--- config.mk ---
export PLATFORM = sky130hd
export DESIGN_NAME = req_arbiter_rr
export DESIGN_NICKNAME = d
export VERILOG_FILES = /design/src/rtl/req_arbiter_rr.sv
export SDC_FILE = /design/constraint.sdc
export NUM_CORES = 1
export LEC_CHECK = 0
export CAP_MARGIN = 20
export CORE_AREA = 2 2 135 137
export CTS_CLUSTER_SIZE = 30
export DETAILED_ROUTE_END_ITERATION = 16
export DIE_AREA = 0 0 137 139
export DONT_BUFFER_PORTS = 1
export GPL_ROUTABILITY_DRIVEN = 0
export PLACE_DENSITY = 0.3
export SETUP_SLACK_MARGIN = 0.1
export SYNTH_ARGS = -nofsm -noshare
export SYNTH_HDL_FRONTEND = slang
export SYNTH_SLANG_ARGS = --single-unit
--- constraint.sdc ---
create_clock -name clk -period 5.65 [get_ports clk]
set_clock_uncertainty 0.15 [all_clocks]
set_input_delay 0.8475 -clock clk [delete_from_list [all_inputs] [get_ports clk]]
set_output_delay 0.8475 -clock clk [all_outputs]
set_load 0.05 [all_outputs]
--- src/rtl/req_arbiter_rr.sv ---
// N-master burst arbiter in front of a single slave (e.g. the SDRAM controller).
// A grant is held from arbitration through the final data beat of the burst.
module req_arbiter_rr #(
    parameter int MASTERS = 2,
    parameter int LW      = 8,
    parameter int MW      = 4,
    parameter int DW      = 32,
    parameter int AW      = 32,
    parameter int RR      = 1
) (
    input  logic                  clk,
    input  logic                  rstn,
    input  logic [MASTERS-1:0]    m_req_valid,
    output logic [MASTERS-1:0]    m_req_ready,
    input  logic [MASTERS*LW-1:0] m_req_len,
    input  logic [MASTERS*MW-1:0] m_req_mask,
    input  logic [MASTERS*AW-1:0] m_req_addr,
    input  logic [MASTERS-1:0]    m_req_we,
    input  logic [MASTERS-1:0]    m_req_wrap,
    input  logic [MASTERS-1:0]    m_write_valid,
    input  logic [MASTERS*DW-1:0] m_write_data,
    output logic [MASTERS-1:0]    m_read_valid,
    output logic [MASTERS*DW-1:0] m_read_data,
    input  logic [MASTERS-1:0]    m_read_ack,
    output logic                  req_valid,
    input  logic                  req_ready,
    output logic [LW-1:0]         req_len,
    output logic [MW-1:0]         req_mask,
    output logic [AW-1:0]         req_addr,
    output logic                  req_we,
    output logic                  req_wrap,
    output logic                  write_valid,
    output logic [DW-1:0]         write_data,
    input  logic                  read_valid,
    input  logic [DW-1:0]         read_data,
    output logic                  read_ack,
    output logic [MASTERS-1:0]    grant,
    output logic                  busy
);

    localparam int IW = (MASTERS > 1) ? $clog2(MASTERS) : 1;

    typedef enum logic [1:0] {
        ST_IDLE = 2'd0,
        ST_REQ  = 2'd1,
        ST_DATA = 2'd2
    } state_t;

    state_t               state_r, state_s;
    logic [MASTERS-1:0]   grant_r, grant_s;
    logic [IW-1:0]        rr_ptr_r, rr_ptr_s;
    logic [LW-1:0]        len_r, len_s;
    logic                 we_r, we_s;
    logic [LW-1:0]        cnt_r, cnt_s;

    logic [IW-1:0]        winner_s;
    logic [IW-1:0]        g_idx_s;
    logic                 any_req_s;
    logic                 req_fire_s;
    logic                 beat_s;
    logic                 last_beat_s;

    // Index of the single set bit of a one-hot vector (0 when empty).
    function automatic logic [IW-1:0] onehot_to_idx(input logic [MASTERS-1:0] oh);
        logic [IW-1:0] idx;
        idx = '0;
        for (int i = 0; i < MASTERS; i++) begin
            if (oh[i]) begin
                idx = idx | IW'(i);
            end
        end
        return idx;
    endfunction

    // Lowest requesting index wins.
    function automatic logic [IW-1:0] pick_fixed(input logic [MASTERS-1:0] vec);
        logic [IW-1:0] idx;
        logic          found;
        idx   = '0;
        found = 1'b0;
        for (int i = 0; i < MASTERS; i++) begin
            if (vec[i] && !found) begin
                idx   = IW'(i);
                found = 1'b1;
            end
        end
        return idx;
    endfunction

    // First requester at or after last+1, wrapping modulo MASTERS.
    function automatic logic [IW-1:0] pick_rr(input logic [MASTERS-1:0] vec,
                                              input logic [IW-1:0]      last);
        logic [IW-1:0] idx;
        logic          found;
        int            start;
        int            j;
        idx   = '0;
        found = 1'b0;
        start = (int'(last) >= MASTERS - 1) ? 0 : int'(last) + 1;
        for (int k = 0; k < MASTERS; k++) begin
            j = start + k;
            if (j >= MASTERS) begin
                j = j - MASTERS;
            end
            if (vec[j] && !found) begin
                idx   = IW'(j);
                found = 1'b1;
            end
        end
        return idx;
    endfunction

    // Arbitration winner among the current requesters.
    always_comb begin
        winner_s = '0;
        if (MASTERS == 1) begin
            winner_s = '0;
        end else if (RR != 0) begin
            winner_s = pick_rr(m_req_valid, rr_ptr_r);
        end else begin
            winner_s = pick_fixed(m_req_valid);
        end
    end

    assign any_req_s = |m_req_valid;
    assign g_idx_s   = onehot_to_idx(grant_r);

    // Request fields always follow the granted master; valids are gated by state.
    always_comb begin
        req_len     = m_req_len[int'(g_idx_s)*LW +: LW];
        req_mask    = m_req_mask[int'(g_idx_s)*MW +: MW];
        req_addr    = m_req_addr[int'(g_idx_s)*AW +: AW];
        req_we      = m_req_we[g_idx_s];
        req_wrap    = m_req_wrap[g_idx_s];
        write_data  = m_write_data[int'(g_idx_s)*DW +: DW];
        req_valid   = 1'b0;
        m_req_ready = '0;
        write_valid = 1'b0;
        read_ack    = 1'b0;
        m_read_valid = '0;
        if (state_r == ST_REQ) begin
            req_valid   = m_req_valid[g_idx_s];
            m_req_ready = grant_r & {MASTERS{req_ready}};
        end else if (state_r == ST_DATA) begin
            if (we_r) begin
                write_valid = m_write_valid[g_idx_s];
            end else begin
                read_ack     = m_read_ack[g_idx_s];
                m_read_valid = read_valid ? grant_r : '0;
            end
        end else begin
            req_valid = 1'b0;
        end
    end

    assign m_read_data = {MASTERS{read_data}};
    assign req_fire_s  = req_valid && req_ready;
    assign beat_s      = we_r ? write_valid : (read_valid && read_ack);
    // Comparing against the latched length lets len = 2^LW-1 run 2^LW beats without overflow.
    assign last_beat_s = (state_r == ST_DATA) && beat_s && (cnt_r == len_r);

    // Next-state and burst bookkeeping.
    always_comb begin
        state_s  = state_r;
        grant_s  = grant_r;
        rr_ptr_s = rr_ptr_r;
        len_s    = len_r;
        we_s     = we_r;
        cnt_s    = cnt_r;
        case (state_r)
            ST_IDLE: begin
                if (any_req_s) begin
                    grant_s  = MASTERS'(1) << winner_s;
                    rr_ptr_s = winner_s;
                    state_s  = ST_REQ;
                end else begin
                    grant_s  = '0;
                end
            end
            ST_REQ: begin
                if (req_fire_s) begin
                    len_s   = req_len;
                    we_s    = req_we;
                    cnt_s   = '0;
                    state_s = ST_DATA;
                end else begin
                    state_s = ST_REQ;
                end
            end
            ST_DATA: begin
                if (last_beat_s) begin
                    state_s = ST_IDLE;
                    grant_s = '0;
                end else if (beat_s) begin
                    cnt_s = cnt_r + LW'(1);
                end else begin
                    cnt_s = cnt_r;
                end
            end
            default: begin
                state_s = ST_IDLE;
                grant_s = '0;
            end
        endcase
    end

    // State registers; reset leaves master 0 with top round-robin priority.
    always_ff @(posedge clk) begin
        if (!rstn) begin
            state_r  <= ST_IDLE;
            grant_r  <= '0;
            rr_ptr_r <= IW'(MASTERS - 1);
            len_r    <= '0;
            we_r     <= 1'b0;
            cnt_r    <= '0;
        end else begin
            state_r  <= state_s;
            grant_r  <= grant_s;
            rr_ptr_r <= rr_ptr_s;
            len_r    <= len_s;
            we_r     <= we_s;
            cnt_r    <= cnt_s;
        end
    end

    assign grant = grant_r;
    assign busy  = (state_r != ST_IDLE);

endmodule

# Yosys cells after proc, flatten, opt, wreduce, memory -nomap -nowiden

Index checks and enable logic that the tools add are counted.
Widths: inputs -> output; s select.

Register bits: 22
Word-level logic and storage cells: 93
Output and inout bits: 152
Memories: 0
Input bits: 198
Latch bits: 0
RAM bits: 0
ROM bits: 0

Bitwise operators: 2
Add/sub/neg operators: 5
Shift operators: 5
Reductions and logical operators: 15
Multipliers: 0
Order comparisons: 6
Multiplexer cells: 46
Divide/modulo/power cells: 0
Eq/ne operators: 8

Operators by type and width:

| cell                | number |
|---|---|
| $shiftx 64x7->32    | 2 |
| $lt 32x3->1 const B | 2 |
| $mux 32             | 2 |
| $mux 1              | 28 |
| $mux 8              | 3 |
| $mux 2              | 10 |
| $pmux 8 s2          | 1 |
| $shiftx 16x5->8     | 1 |
| $pmux 2 s3          | 2 |
| $ne 2x2->1 const B  | 5 |
| $add 8x1->8 const B | 1 |
| $eq 8x8->1          | 1 |
| $reduce_and 2->1    | 4 |
| $shiftx 8x4->4      | 1 |
| $logic_and 1x1->1   | 5 |
| $reduce_and 4->1    | 1 |
| $reduce_bool 2->1   | 2 |
| $sub 3x2->4 const B | 1 |
| $add 2x1->3 const B | 1 |
| $ge 3x2->1 const B  | 1 |
| $sub 2x2->3 const B | 1 |
| $add 1x1->2 const B | 1 |
| $and 2x2->2         | 1 |
| $eq 2x1->1 const B  | 1 |
| 9 further kinds     | 9 |

# Longest topological paths before layout

Depth after elaboration: 14
Gate-level depth with buffers: 6
Depth with buffers taken out: 5

# Least setup slack after synthesis

OpenSTA, ideal clock, no wires.

Kind: in2out
From: in m_read_ack[1]
To: out read_ack
Required time: 4,653 ps
Stages: 2
Arrival time: 2,136 ps
Path buffers: 0
Slack: 2,517 ps
Path through: mux2_2 > nor3b_1

Word-level cells in the longest chain between the ends: 5

Ends and longest elaborated chain:

| what                                      | RTL line | source |
|---|---|---|
| start, declared                           | 24       | `input logic [MASTERS-1:0] m_read_ack,` |
| $mux 1 (not written as such) (2 in a row) | 148      | `read_ack = m_read_ack[g_idx_s];` |
| $mux 1                                    | 145      | `if (we_r) begin` |
| $mux 1                                    | 144      | `end else if (state_r == ST_DATA) begin` |
| $mux 1                                    | 141      | `if (state_r == ST_REQ) begin` |
| end, declared                             | 36       | `output logic read_ack,` |

No other way between the ends. The select of a mux whose other input is x is not followed.

# Final worst setup path

From: reg grant_r[1] (netlist: grant[1])
To: out write_data[29]

Word-level cells in the longest chain between the ends: 2

Ends and longest elaborated chain:

| what                   | RTL line | source |
|---|---|---|
| start, declared        | 50       | `logic [MASTERS-1:0] grant_r, grant_s;` |
| start signal, assigned | 218      | `grant_r <= grant_s;` |
| $mux 1                 | 68       | `if (oh[i]) begin` |
| $shiftx 64x7->32       | 135      | `write_data = m_write_data[int'(g_idx_s)*DW +: DW];` |
| end, declared          | 33       | `output logic [DW-1:0] write_data,` |

No other way between the ends.

==> results.json <==
{
  "status": "completed",
  "place_area_mm2": 0.00234,
  "synth_cell_types": 38,
  "htree_levels": 1,
  "grt_pass1_vias": 1830,
  "nNetsFinal": 407,
  "power_density_mw_per_mm2": 271,
  "final_cell_mix": "mux2_2, dfxtp_1, nor2b_1, mux2i_1, nand2_1",
  "grt_overflow": 0,
  "antenna_cells": 0,
  "highest-signal-layer": "met5",
  "maxCapViolCount": 0,
  "p_comb_share_pct": 47.3,
  "grt_max_degree": 52,
  "p_int_mw": 0.334,
  "viasPerCell": 4.14,
  "grt_first_pass_wirelength_um": 15000,
  "fin_cells": 436,
  "vias": 1803,
  "crit_required_ns": 4.65,
  "route.detailed.drc": 0,
  "dr_wl_met3_um": 936,
  "preCtsSetupSlack_ns": 2.64,
  "share_seq_of_total_power_pct": 26.9,
  "crit_path_start_kind": "flip-flop",
  "dp_cells": 432,
  "rows": 49,
  "critical_path_arrival_ns": 2.22,
  "cp_slowest_cell": "dfxtp_4",
  "synth_area_mm2": 0.00259,
  "ys_ff_latch": 22,
  "worst_slack_ns": 2.43,
  "ant_nets": 0,
  "hold_violations": 0,
  "wl_per_cell_um": 26.6,
  "fp.dieH_um": 139,
  "seq_area_frac_synth_pct": 17.0,
  "finalWirelength_um": 11600,
  "ys_warn_count": 0,
  "drv_slew": 0,
  "end_kind": "output port",
  "finalSetupTns_ns": 0,
  "drive_above_1_share_pct": 43.5,
  "ioPinCount": 350,
  "met2_length_um": 5940,
  "path_clk_slew_ns": 0.06,
  "post_cts_buffers": 0,
  "cts_tree": "built",
  "worst_pin_slew_ns": 0.977,
  "dpl.hpwl_um": 10100,
  "hp-class": "reg -> reg",
  "clk_latency_ns": 0.26,
  "io_buffers": 0,
  "cts_root_buffer": "clkbuf_16",
  "dieArea_mm2": 0.0190,
  "drt_iter0_drc": 119,
  "die_w_um": 137,
  "start_util_pct": 14.7,
  "timing.fmax_ghz": 0.310,
  "syn2layout_area_growth_pct": -5.95,
  "post-route-min-period_ns": 3.22,
  "firstDrtPassIters": 4,
  "slew_headroom_pct": 34.6,
  "cts_made_buffers": 3,
  "finalSetupViolCount": 0,
  "cts_resized": 0,
  "power_switching_mw": 0.326,
  "p_sw_share_pct": 49.4,
  "worst_path_largest_cell_delay_ns": 0.73,
  "cts_buffer_depth": 2,
  "ir_worst_vdd_uv": 88.8,
  "path_class": "reg -> out",
  "crit_fanout": 51,
  "crit_buf_inv": 1,
  "hold_buffers": 0,
  "grt_use_total_pct": 11.4,
  "rsz0062_at_grt": "false",
  "final_area_mm2": 0.00243,
  "synthCells": 279,
  "core_area_mm2": 0.0177,
  "power_leakage_nw": 0.811,
  "cts.sinks": 22,
  "final_common_cell": "mux2_2",
  "antenna_found_initial": 2,
  "clkPwrFrac_pct": 25.8,
  "fin_crit_sh_pct": 57.0,
  "crit_family": "flip-flops",
  "routedLengthMet1_um": 4410,
  "syn_area_per_cell_um2": 9.27,
  "path_cells": "buf_4 > mux2_2",
  "syn-num-nets": 478
}
path summary, 6_finish.rpt:
| path | startpoint | to | slack [ns] | cells after the start |
|---|---|---|---|---|
| setup reg to reg | grant[1] | cnt_r[7] | 2.75 | 5 |
| hold reg to reg | cnt_r[7] | cnt_r[7] | 0.34 | 2 |
| hold / removal | cnt_r[7] | cnt_r[7] | 0.34 | 2 |
| setup / recovery | grant[1] | write_data[29] | 2.43 | 2 |
worst min-delay path, cell delays in order (launching register included):
cell and delay (ns):
dfxtp_1 0.33, o31ai_1 0.07, a21oi_1 0.05
power groups by stage:
stage	Sequential, mW	Combinational, mW	Clock [mW]
2_1_floorplan	0.171	0.406	0
3_3_place_gp	0.181	0.317	0
3_5_place_dp	0.182	0.318	0
4_1_cts	0.178	0.319	0.175
5_1_grt	0.179	0.324	0.183
6_report	0.177	0.312	0.171
routing by layer:
metal / track usage (%) / up-vias
met2: 19.8 / 158
met5: 0 / -
met4: 3.64 / 2
met1: 13.4 / 850
li1: - / 782
met3: 3.07 / 11
metrics by stage:
step	hold slack, ns	utilization (%)	total power, mW
6_report	0.341	13.8	0.660
5_1_grt	0.377	13.8	0.687
4_1_cts	0.346	13.8	0.673
3_5_place_dp	0.336	13.3	0.499
3_3_place_gp	0.333	13.3	0.498
2_1_floorplan	0.313	-	0.577
layout make-up:
type                    count  area [um2]
clock buffers               4        88.8
fillers                  2017       15200
inverters                   3        11.3
multi-input cells         177        1600
flip-flops and latches     22         444
well taps                 229         287
repair buffers              1        7.51
cell families after synthesis:
group,count (synthesis),share of synthesized area (%)
compound gates,21,5.80
xor+xnor,8,2.71
fa+ha+maj,1,0.483
buf+inv,80,21.5
flops,22,17.0
mux,91,39.1
simple gates,56,13.4
Yosys cell counts, drive strengths merged:
cell type | instances | area [um2]
nor4 | 2 | 12.5
a21oi | 5 | 25.0
nand2b | 3 | 18.8
or3 | 1 | 6.26
clkbuf | 9 | 33.8
o311a | 1 | 10.0
mux2i | 11 | 110
a31o | 1 | 8.76
buf | 68 | 512
nor4bb | 1 | 10.0
mux2 | 80 | 901
o31ai | 1 | 7.51
and2 | 2 | 12.5
a31oi | 2 | 12.5
ha | 1 | 12.5
nor3 | 2 | 10.0
o211ai | 7 | 52.6
and3 | 4 | 30.0
xor2 | 8 | 70.1
nand3 | 2 | 10.0
nand2 | 9 | 33.8
nor3b | 2 | 26.3
o21ai | 1 | 5.00
nor2b | 15 | 93.8
nor2 | 5 | 21.3
nand4 | 1 | 6.26
or4 | 5 | 37.5
a32o | 1 | 11.3
dfxtp | 22 | 440
o2111ai | 2 | 17.5
inv | 3 | 11.3
and4 | 2 | 17.5
flip-flops by register name, summed over array words and instances, names as in the netlist:
signal    count
rr_ptr_r      1
cnt_r         8
state_r       2
len_r         8
we_r          1
grant         2
No activity file was read; power rests on OpenSTA's default activity.
